===== config.mk =====
export PLATFORM = sky130hd
export DESIGN_NAME = wb_arb_2
export DESIGN_NICKNAME = d
export VERILOG_FILES = /design/src/rtl/wb_arb_pkg.sv /design/src/rtl/wb_arb_2.sv
export SDC_FILE = /design/constraint.sdc
export NUM_CORES = 1
export LEC_CHECK = 0
export BUFFER_PORTS_ARGS = -buffer_cell sky130_fd_sc_hd__buf_2
export CORE_AREA = 2 2 103 105
export DETAILED_ROUTE_END_ITERATION = 16
export DIE_AREA = 0 0 105 107
export SKIP_LAST_GASP = 1
export SLEW_MARGIN = 20
export SYNTH_ARGS = -nofsm -noshare
export SYNTH_HDL_FRONTEND = slang
export SYNTH_SLANG_ARGS = --single-unit

===== constraint.sdc =====
create_clock -name clk -period 2.7 [get_ports clk]
set_clock_uncertainty 0.1 [all_clocks]
set_input_delay 0.81 -clock clk [delete_from_list [all_inputs] [get_ports clk]]
set_output_delay 0.81 -clock clk [all_outputs]
set_load 0.01 [all_outputs]

===== src/rtl/wb_arb_pkg.sv =====
// wb_arb_pkg -- shared definitions for the two-master Wishbone arbiter.
//   arb_state_t     : arbiter state encoding (IDLE / GNT0 / GNT1)
//   DEFAULT_TIMEOUT : default stall limit used when the timeout build is enabled
package wb_arb_pkg;

  typedef enum logic [1:0] {
    ST_IDLE = 2'd0,
    ST_GNT0 = 2'd1,
    ST_GNT1 = 2'd2
  } arb_state_t;

  localparam int unsigned DEFAULT_TIMEOUT = 255;

endpackage


===== src/rtl/wb_arb_2.sv =====
// wb_arb_2 -- arbitrates two Wishbone masters onto one shared RAM port.
//
// Ports
//   clk, rst_n            : clock (rising edge), async active-low reset
//   m0_* / m1_*           : master-side Wishbone requests and responses
//   s_*                   : shared RAM port (request out, s_dat_i/s_ack_i in)
//
// Build option
//   WB_ARB_2_TIMEOUT_EN   : when defined, a stall counter raises a one-cycle
//                           error to the granted master after TIMEOUT cycles
//                           without acknowledge. Undefined: err outputs are 0.
//
// state | meaning
// ------+----------------------------------------------------------
// IDLE  | no master owns the RAM port, all s_* outputs driven 0
// GNT0  | master 0 owns the port, held while m0_cyc_i stays high
// GNT1  | master 1 owns the port, held while m1_cyc_i stays high
module wb_arb_2
  import wb_arb_pkg::*;
#(
  parameter int          DATA_WIDTH   = 32,
  parameter int          ADDR_WIDTH   = 16,
  parameter int          SELECT_WIDTH = DATA_WIDTH / 8,
  parameter int unsigned TIMEOUT      = DEFAULT_TIMEOUT
) (
  input  logic                    clk,
  input  logic                    rst_n,

  input  logic [ADDR_WIDTH-1:0]   m0_adr_i,
  input  logic [DATA_WIDTH-1:0]   m0_dat_i,
  input  logic                    m0_we_i,
  input  logic [SELECT_WIDTH-1:0] m0_sel_i,
  input  logic                    m0_stb_i,
  input  logic                    m0_cyc_i,
  output logic [DATA_WIDTH-1:0]   m0_dat_o,
  output logic                    m0_ack_o,
  output logic                    m0_err_o,

  input  logic [ADDR_WIDTH-1:0]   m1_adr_i,
  input  logic [DATA_WIDTH-1:0]   m1_dat_i,
  input  logic                    m1_we_i,
  input  logic [SELECT_WIDTH-1:0] m1_sel_i,
  input  logic                    m1_stb_i,
  input  logic                    m1_cyc_i,
  output logic [DATA_WIDTH-1:0]   m1_dat_o,
  output logic                    m1_ack_o,
  output logic                    m1_err_o,

  output logic [ADDR_WIDTH-1:0]   s_adr_o,
  output logic [DATA_WIDTH-1:0]   s_dat_o,
  output logic                    s_we_o,
  output logic [SELECT_WIDTH-1:0] s_sel_o,
  output logic                    s_stb_o,
  output logic                    s_cyc_o,
  input  logic [DATA_WIDTH-1:0]   s_dat_i,
  input  logic                    s_ack_i
);

  arb_state_t state, state_nxt;
  logic       last_gnt;   // 0: m0 was granted last, 1: m1 was granted last
  logic       stb_raw;    // granted master's strobe before timeout masking
  logic       err_hit;

  always_comb begin
    state_nxt = state;
    case (state)
      ST_IDLE: begin
        if (m0_cyc_i && m1_cyc_i) state_nxt = last_gnt ? ST_GNT0 : ST_GNT1;
        else if (m0_cyc_i)        state_nxt = ST_GNT0;
        else if (m1_cyc_i)        state_nxt = ST_GNT1;
      end
      // Direct hand-over to the waiting master avoids an IDLE bubble.
      ST_GNT0: if (!m0_cyc_i) state_nxt = m1_cyc_i ? ST_GNT1 : ST_IDLE;
      ST_GNT1: if (!m1_cyc_i) state_nxt = m0_cyc_i ? ST_GNT0 : ST_IDLE;
      default: state_nxt = ST_IDLE;
    endcase
  end

  always_ff @(posedge clk or negedge rst_n) begin
    if (!rst_n) begin
      state    <= ST_IDLE;
      last_gnt <= 1'b1;     // so m0 wins the first tie
    end else begin
      state <= state_nxt;
      if (state_nxt == ST_GNT0 && state != ST_GNT0) last_gnt <= 1'b0;
      else if (state_nxt == ST_GNT1 && state != ST_GNT1) last_gnt <= 1'b1;
    end
  end

  assign stb_raw = (state == ST_GNT0) ? (m0_cyc_i & m0_stb_i) :
                   (state == ST_GNT1) ? (m1_cyc_i & m1_stb_i) : 1'b0;

`ifdef WB_ARB_2_TIMEOUT_EN
  // Counter holds the number of stall cycles already seen; the cycle where
  // it equals TIMEOUT-1 is the TIMEOUT-th stall cycle and raises the error.
  localparam int CNT_W = (TIMEOUT > 1) ? $clog2(TIMEOUT) : 1;

  logic [CNT_W-1:0] stall_cnt;

  assign err_hit = stb_raw && (stall_cnt == CNT_W'(TIMEOUT - 1));

  always_ff @(posedge clk or negedge rst_n) begin
    if (!rst_n) begin
      stall_cnt <= '0;
    end else if (!stb_raw || s_ack_i || err_hit || state_nxt != state) begin
      stall_cnt <= '0;
    end else begin
      stall_cnt <= stall_cnt + 1'b1;
    end
  end
`else
  logic unused_timeout;
  assign unused_timeout = (TIMEOUT == 0);
  assign err_hit        = 1'b0;
`endif

  always_comb begin
    s_adr_o  = '0;
    s_dat_o  = '0;
    s_we_o   = 1'b0;
    s_sel_o  = '0;
    s_cyc_o  = 1'b0;
    m0_ack_o = 1'b0;
    m1_ack_o = 1'b0;
    m0_err_o = 1'b0;
    m1_err_o = 1'b0;
    case (state)
      ST_GNT0: begin
        s_adr_o  = m0_adr_i;
        s_dat_o  = m0_dat_i;
        s_we_o   = m0_we_i;
        s_sel_o  = m0_sel_i;
        s_cyc_o  = m0_cyc_i;
        // An ack arriving as cyc drops belongs to no open cycle.
        m0_ack_o = s_ack_i & m0_cyc_i & ~err_hit;
        m0_err_o = err_hit;
      end
      ST_GNT1: begin
        s_adr_o  = m1_adr_i;
        s_dat_o  = m1_dat_i;
        s_we_o   = m1_we_i;
        s_sel_o  = m1_sel_i;
        s_cyc_o  = m1_cyc_i;
        m1_ack_o = s_ack_i & m1_cyc_i & ~err_hit;
        m1_err_o = err_hit;
      end
      default: ;
    endcase
  end

  assign s_stb_o  = stb_raw & ~err_hit;
  assign m0_dat_o = s_dat_i;
  assign m1_dat_o = s_dat_i;

endmodule


* Word level (Yosys, flattened, before mapping)
Cells that the tools add are included.
Operators by class: $mul 0, divide/modulo/power cells 0, magnitude comparators 0, multiplexer cells 20, reductions and logical operators 5, bitwise logic cells 4, equal/unequal tests 6, shifts and indexed selects 0, add/subtract/negate cells 0
Operators with widths (count):
- case mux 32 bit (2 select lines) | 1
- case mux 16 bit (2 select lines) | 1
- 2-to-1 mux 2 bit | 7
- case mux 4 bit (2 select lines) | 1
- 2-to-1 mux 1 bit | 7
- case mux 2 bit (3 select lines) | 1
- bitwise AND 1 bit | 4
- == test 2 x 1 -> 1 bit (second input constant) | 2
- == test 2 bit (second input constant) | 2
- case mux 1 bit (2 select lines) | 2
- logical AND 1 bit | 3
- logical NOT 2 bit | 1
- inequality test 2 x 1 -> 1 bit (second input constant) | 1
- inequality test 2 bit (second input constant) | 1
- nonzero test 2 bit | 1
Word-level totals: bits in registers 3, logic and storage cells 37, memory bits (writable) 0, ROM bits 0, bits in latches 0, output and inout port bits 123, memories 0

* Longest topological paths before layout
Gate-level depths: netlist of run 1.
depth after elaboration 8, depth in mapped cells 6, depth with buffers taken out 6

* Worst setup path after synthesis of run 1
No wires, ideal clock.
path type reg-to-output, from reg state[0], to out s_stb_o, slack 0.396 ns, arrival time 1.394 ns, cell stages (with the launch flop) 7, path buffers 2, path through dfrtp_1 > inv_1 > ha_1 > buf_2 > buf_2 > nand3_1 > o21ai_0
Between the ends: longest elaborated chain between the ends 3, elaborated cells on any way between the ends 4, classes of those cells eq/ne: 2; mux: 2
Ends and longest elaborated chain:
- start: declaration | line wb_arb_2.sv:59 | arb_state_t state, state_nxt;
- start signal: assignment | line wb_arb_2.sv:84 | state <= state_nxt;
- == test 2 bit | line wb_arb_2.sv:91 | (state == ST_GNT1) ? (m1_cyc_i & m1_stb_i) : 1'b0;
- 2-to-1 mux 1 bit | line wb_arb_2.sv:91
- 2-to-1 mux 1 bit (*) | line wb_arb_2.sv:90 | assign stb_raw = (state == ST_GNT0) ? (m0_cyc_i & m0_stb_i) :
- end: declaration | line wb_arb_2.sv:53 | output logic s_stb_o,
Mark *: on every way between the ends. The rest lies on a longest branch, timed or not.

* Worst setup path after layout of run 1
from reg state[1], to out s_dat_o[13]
Between the ends: longest elaborated chain between the ends 2, elaborated cells on any way between the ends 3, classes of those cells eq/ne: 2; mux: 1
Ends and longest elaborated chain:
- == test 2 bit / == test 2 x 1 -> 1 bit (equally long branches) | line wb_arb_2.sv:127 | case (state)
- case mux 32 bit (2 select lines) (*) | line wb_arb_2.sv:127
- end: declaration | line wb_arb_2.sv:50 | output logic [DATA_WIDTH-1:0] s_dat_o,
Marks and branches as above.

==> run metrics, run 1 <==
simple-gate area share of the yosys netlist=24.5%; via/cell ratio=4.16; Cell Pwr Density=876 mW/mm^2; detailed-route wire length per cell=around 12 microns; CTS sink cnt=3; final worst path period need=2.55 ns; 1st-pass router iterations=4; TritonCTS clock tree=yes; Setup crit start kind=flop; die outline area=~0.011 sq mm; ant diodes=0; final net count=477; pin count of the biggest net entering global routing=35; top cell type by total area after synthesis=sky130_fd_sc_hd__buf_4; detailed placer's ending HPWL=around 4.6 mm; global-route wire length before repair=just under 9 mm; synthesized area divided by synthesized cell count=7.33 sq um; Total Routed Length=5.71 mm; XOR/XNOR Fraction of Synth Area=0%; count leader, synth=sky130_fd_sc_hd__buf_4; primary flip-flop cell chosen by synthesis mapping=sky130_fd_sc_hd__dfrtp_1; die span in y=107 microns; warning count from the yosys run=0; Setup Viol. Count Final=0; CTS buffer count=3; number of cell rows=37; final number of max-transition violations=0; Setup Total Neg Slack=0 ns; Filler cells=1,146; Global Route Usage Sum=around 9%; unrepaired setup endpoints after global routing=false; H-tree level count=1; IO Port Bufs=169; buffer count from post-CTS setup fixing=0; unique cell type count in the Yosys netlist=30; initial antenna violation count=0; Max-Cap Viols=0; Finished Layout Cells=461; Worst-Skew Late Latency=roughly 0.22 ns; post-route clock period utilization=94.4%; asr flop ratio synth=100%; residual DRC count=0; maximum fanout along the worst path=28; main combinational cell family by area after synthesis=buffers and inverters; leakage power summed over all cells=approximately 1.1 nW; Detail Route Antenna Nets=0; #FFs+latches synth=3; adder-cell area share of the yosys netlist=4.47%; maximum frequency from static timing analysis=392 MHz; fraction of synthesized cell area taken by the top area cell type=29.5%; Die Span X=105 microns; required time of the worst setup path=1.79 ns; Max Root-Sink Buffers=2; Hold Violations, Final=0; number of gates given a new drive strength after cts=0; Top Ports=268; end-of-flow core utilization=22.3%; cell count after placement=457; worst vdd ir=0.462 mV; most area-consuming cells after synthesis=sky130_fd_sc_hd__buf_4, sky130_fd_sc_hd__a22oi_1, sky130_fd_sc_hd__nor2b_1; count of flip-flops with a built-in enable after synthesis=0; sequential-to-total area share from yosys stat=4.55%; Mapped Cells=229; residual overflow from global routing=0; clock slew seen by the registers of the worst setup and hold paths=roughly 0.030 ns; cell area after synthesis=0.00168 sq mm; clock root buffer=sky130_fd_sc_hd__clkbuf_8; via count=between 1,500 and 2,000; # hold bufs at CTS=0; compound-cell area share of the yosys netlist=30.3%; Iter 0 DRT Violations=between 80 and 90; Worst Setup Path Type=reg2out; synthesis-to-finish area growth=33.8%; Routability Congestion=0.758; via count of the first global-routing pass=1,802; placeable core area=0.0101 sq mm; starting density of the core=16.6%; Critical Path Sink Type=output pin; leading cell types by count after synthesis=sky130_fd_sc_hd__buf_4, sky130_fd_sc_hd__a22oi_1, sky130_fd_sc_hd__nor2b_1; multiplexer area fraction after synthesis=less than 1%; share of final-layout standard cells stronger than drive strength 1=58.2%; outcome=complete, no violations; min-delay worst type=in2async; arrival time reported for the critical path endpoint=1.64 ns
-- worst paths after layout --
| path | start | to | slack (ns) | depth (start not counted) |
|---|---|---|---|---|
| min in group clk | last_gnt | last_gnt | 0.54 | 2 |
| worst min register to register | last_gnt | last_gnt | 0.54 | 2 |
| max in group asynchronous | rst_n | last_gnt | 2.02 | 1 |
| worst min-delay path | rst_n | state[1] | 0.28 | 1 |
| worst max-delay path | state[1] | s_dat_o[13] | 0.15 | 5 |
| worst max register to register | state[1] | last_gnt | 0.84 | 7 |
-- state kept, by name (all words and copies together) (netlist names) --
signal and count:
last_gnt 1, state 2
-- where the power goes --
part / total (mW) / switching, mW / internal [mW]
clock: 0.132 / 0.0309 / 0.101
sequential: 0.100 / 0.0277 / 0.0724
combinational: 1.74 / 0.900 / 0.836
-- per-layer routing --
metal / GRT usage, % / up-vias / wire (microns)
li1: - / 926 / -
met1: 10.8 / 869 / 2170
met2: 15.9 / 94 / 2860
met3: 1.88 / 27 / 490
met4: 4.29 / 0 / 187
met5: 0 / - / 0
-- through the flow --
step	total power, mW	hold WS, ns	worst slack [ns]	instance area, sq um
3_5_place_dp	1.84	0.510	0.259	2190
6_report	1.97	0.283	0.151	2250
5_1_grt	2.16	0.279	0.0107	2250
4_1_cts	1.97	0.283	0.0155	2230
2_1_floorplan	1.35	0.414	0.396	1680
3_3_place_gp	1.79	0.509	0.306	2190
-- area by class of cell --
type                    count  area, sq um  area share (%)
repair buffers            175          927            41.3
inverters                   2         7.51           0.334
well taps                 136          170            7.57
flip-flops and latches      3         77.6            3.45
clock buffers               4         45.0            2.00
multi-input cells         141         1020            45.4
-- cells in the final DEF, fill, tap and decap left out, types with 2 or more instances in the layout --
| cell | synthesis | final |
|---|---|---|
| sky130_fd_sc_hd__buf_2 | 11 | 169 |
| sky130_fd_sc_hd__a22oi_1 | 55 | 55 |
| sky130_fd_sc_hd__nor2b_1 | 54 | 54 |
| sky130_fd_sc_hd__ha_1 | 6 | 4 |
| sky130_fd_sc_hd__nor2_1 | 3 | 3 |
| sky130_fd_sc_hd__nand3_1 | 3 | 3 |
| sky130_fd_sc_hd__clkbuf_8 | 0 | 3 |
| sky130_fd_sc_hd__buf_6 | 1 | 3 |
| sky130_fd_sc_hd__inv_1 | 2 | 2 |
| sky130_fd_sc_hd__nor3_1 | 2 | 2 |
| sky130_fd_sc_hd__ha_2 | 0 | 2 |
| sky130_fd_sc_hd__conb_1 | 1 | 2 |
| sky130_fd_sc_hd__buf_12 | 0 | 2 |
-- logic make-up after synthesis --
| family | Yosys count |
|---|---|
| AO/OA/AOI/OAI | 64 |
| multiplexers | 1 |
| AND/OR/NAND/NOR | 68 |
| adder cells (fa/ha/maj) | 6 |
| buffers and inverters | 86 |
| flip-flops | 3 |
| other | 1 |
-- worst max-delay path, stage by stage (launching register included) --
cell and delay, ns:
sky130_fd_sc_hd__dfrtp_1 0.41, sky130_fd_sc_hd__inv_1 0.12, sky130_fd_sc_hd__ha_1 0.32, sky130_fd_sc_hd__buf_6 0.19
sky130_fd_sc_hd__nor2b_1 0.20, sky130_fd_sc_hd__buf_2 0.16
No activity file was read; power rests on OpenSTA's default activity.
==> inputs of run 2 (changes only) <==
- CELL_PAD_IN_SITES_DETAIL_PLACEMENT: unset -> 1
- CELL_PAD_IN_SITES_GLOBAL_PLACEMENT: unset -> 2
- CORE_AREA: 2 2 103 105 -> unset
- CORE_MARGIN: unset -> 2
- CORE_UTILIZATION: unset -> 12
- DIE_AREA: 0 0 105 107 -> unset
- PLACE_DENSITY_LB_ADDON: unset -> 0.1
==> run metrics, run 2 (synthesis gave the netlist of run 1 again) <==
post-route clock period utilization=93.7% (-0.69 points); largest registers=state x2, last_gnt x1; IO Port Bufs=169 (unchanged); 1st-pass router iterations=4 (unchanged); leakage power summed over all cells=1.16 nW (+2.5%); TritonCTS clock tree=yes; residual overflow from global routing=0 (unchanged); worst vdd ir=0.566 mV (+22%); H-tree level count=1 (unchanged); clock root buffer=sky130_fd_sc_hd__clkbuf_16; CTS buffer count=3 (unchanged); Max-Cap Viols=0 (unchanged); post-route total power=2.31 mW (+18%); Routability Congestion=0.711 (-6.2%); number of cell rows=43 (+16%); share of final-layout standard cells stronger than drive strength 1=59.4% (+1.2 points); clock slew seen by the registers of the worst setup and hold paths=0.03 ns (about the same); most flop-heavy register=state; via count=1,922 (+0.31%); Top Ports=268 (unchanged); minimum hold slack=0.278 ns (-0.00564 ns); global-route wire length before repair=11.0 mm (+27%); Global Route Usage Sum=9.41% (+0.25 points); synthesis-to-finish area growth=42.8%; worst-case register-to-register setup slack=0.95 ns (+0.11 ns); via count of the first global-routing pass=1,948 (+8.1%); unrepaired setup endpoints after global routing=false; buffer count from post-CTS setup fixing=0 (unchanged); Worst-Skew Late Latency=0.23 ns (about the same); cell count after placement=501 (+9.6%); outcome=complete, no violations; Cell Pwr Density=964 mW/mm^2 (+10%); Total Routed Length=7.63 mm (+34%); residual DRC count=0 (unchanged); Post-Place Setup Slack=0.215 ns (-0.0445 ns); initial antenna violation count=0 (unchanged); Setup Viol. Count Final=0 (unchanged); Critical Path Sink Type=output pin; Max Root-Sink Buffers=2 (unchanged); arrival time reported for the critical path endpoint=1.62 ns (-0.02 ns); Hold Violations, Final=0 (unchanged); detailed placer's ending HPWL=6.01 mm (+30%); required time of the worst setup path=1.79 ns (about the same); Setup crit start kind=flop; end-of-flow core utilization=17.4% (-4.9 points); # hold bufs at CTS=0 (unchanged); pin count of the biggest net entering global routing=29 (-17%); Iter 0 DRT Violations=42 (-48%); final number of max-transition violations=0 (unchanged); Die Span X=122 microns (+16%); starting density of the core=12.2% (-4.4 points); Filler cells=1,718 (+50%); beginning of the critical path=state[0]; die outline area=0.0150 sq mm (+33%); maximum fanout along the worst path=27 (-3.6%); slack of the critical path=0.170 ns (+0.0187 ns); Finished Layout Cells=505 (+9.5%); final worst path period need=2.53 ns (-0.0187 ns); most frequent standard cell in the layout excluding fill and tap cells=sky130_fd_sc_hd__buf_2; detailed-route wire length per cell=15.1 microns (+22%); Worst Setup Path Type=reg2out; min-delay worst type=in2async; most frequent cells in the layout=sky130_fd_sc_hd__buf_2, sky130_fd_sc_hd__a22oi_1, sky130_fd_sc_hd__nor2b_1; Setup Total Neg Slack=0 ns (unchanged); post-place instance area=0.00229 sq mm (+4.8%); ant diodes=0 (unchanged); startpoint of the worst register-to-register path=state[0]; via/cell ratio=3.81 (-8.4%); final net count=477 (unchanged); CTS sink cnt=3 (unchanged); die span in y=122 microns (+14%); Layout Cell Area excl Fill=0.00240 sq mm (+6.7%); placeable core area=0.0138 sq mm (+36%); flip-flop count of the largest register, all copies and words added=2 (unchanged); Detail Route Antenna Nets=0 (unchanged); maximum frequency from static timing analysis=395 MHz (+0.74%)
run 2: cell type report:
class                   instances  area (sq um)  area share, %
clock buffers                   4          78.8           3.29
inverters                       2          7.51          0.313
multi-input cells             141          1040           43.5
flip-flops and latches          3          78.8           3.29
well taps                     180           225           9.39
repair buffers                175           966           40.3
run 2: worst paths after layout:
path | end | cells past startpoint
worst max-delay path | s_adr_o[3] | 6
worst min-delay path | state[0] | 1
worst max register to register | last_gnt | 6
worst min register to register | last_gnt | 2
max in group asynchronous | last_gnt | 1
min in group clk | last_gnt | 2
run 2: power breakdown:
group	internal [mW]	switching, mW	total (mW)
clock network	0.195	0.0442	0.239
logic	0.945	1.02	1.96
registers	0.0738	0.0362	0.110
total	1.21	1.10	2.31
run 2: repair_timing:
| action | in CTS | in global routing |
|---|---|---|
| gates resized for setup | 2 | 5 |
| cloned | 0 | 0 |
| endpoints found under the setup margin | 4 | 54 |
| pin swaps | 0 | 0 |
| hold endpoints to repair | 0 | 0 |
run 2: per-layer routing:
| metal | global-route usage (%) | vias up | wire, microns |
|---|---|---|---|
| met5 | 0 | - | 0 |
| met4 | 2.87 | 0 | 102 |
| met3 | 1.16 | 17 | 489 |
| met2 | 18.8 | 77 | 4320 |
| met1 | 10.1 | 902 | 2710 |
| li1 | - | 926 | - |
run 2: worst max-delay path, cell delays in order, from the launching register on:
cell                      delay [ns]
sky130_fd_sc_hd__dfrtp_2        0.45
sky130_fd_sc_hd__inv_2          0.12
sky130_fd_sc_hd__ha_4           0.22
sky130_fd_sc_hd__buf_12         0.19
sky130_fd_sc_hd__a22oi_1        0.11
sky130_fd_sc_hd__nor2b_1        0.13
sky130_fd_sc_hd__buf_2          0.15
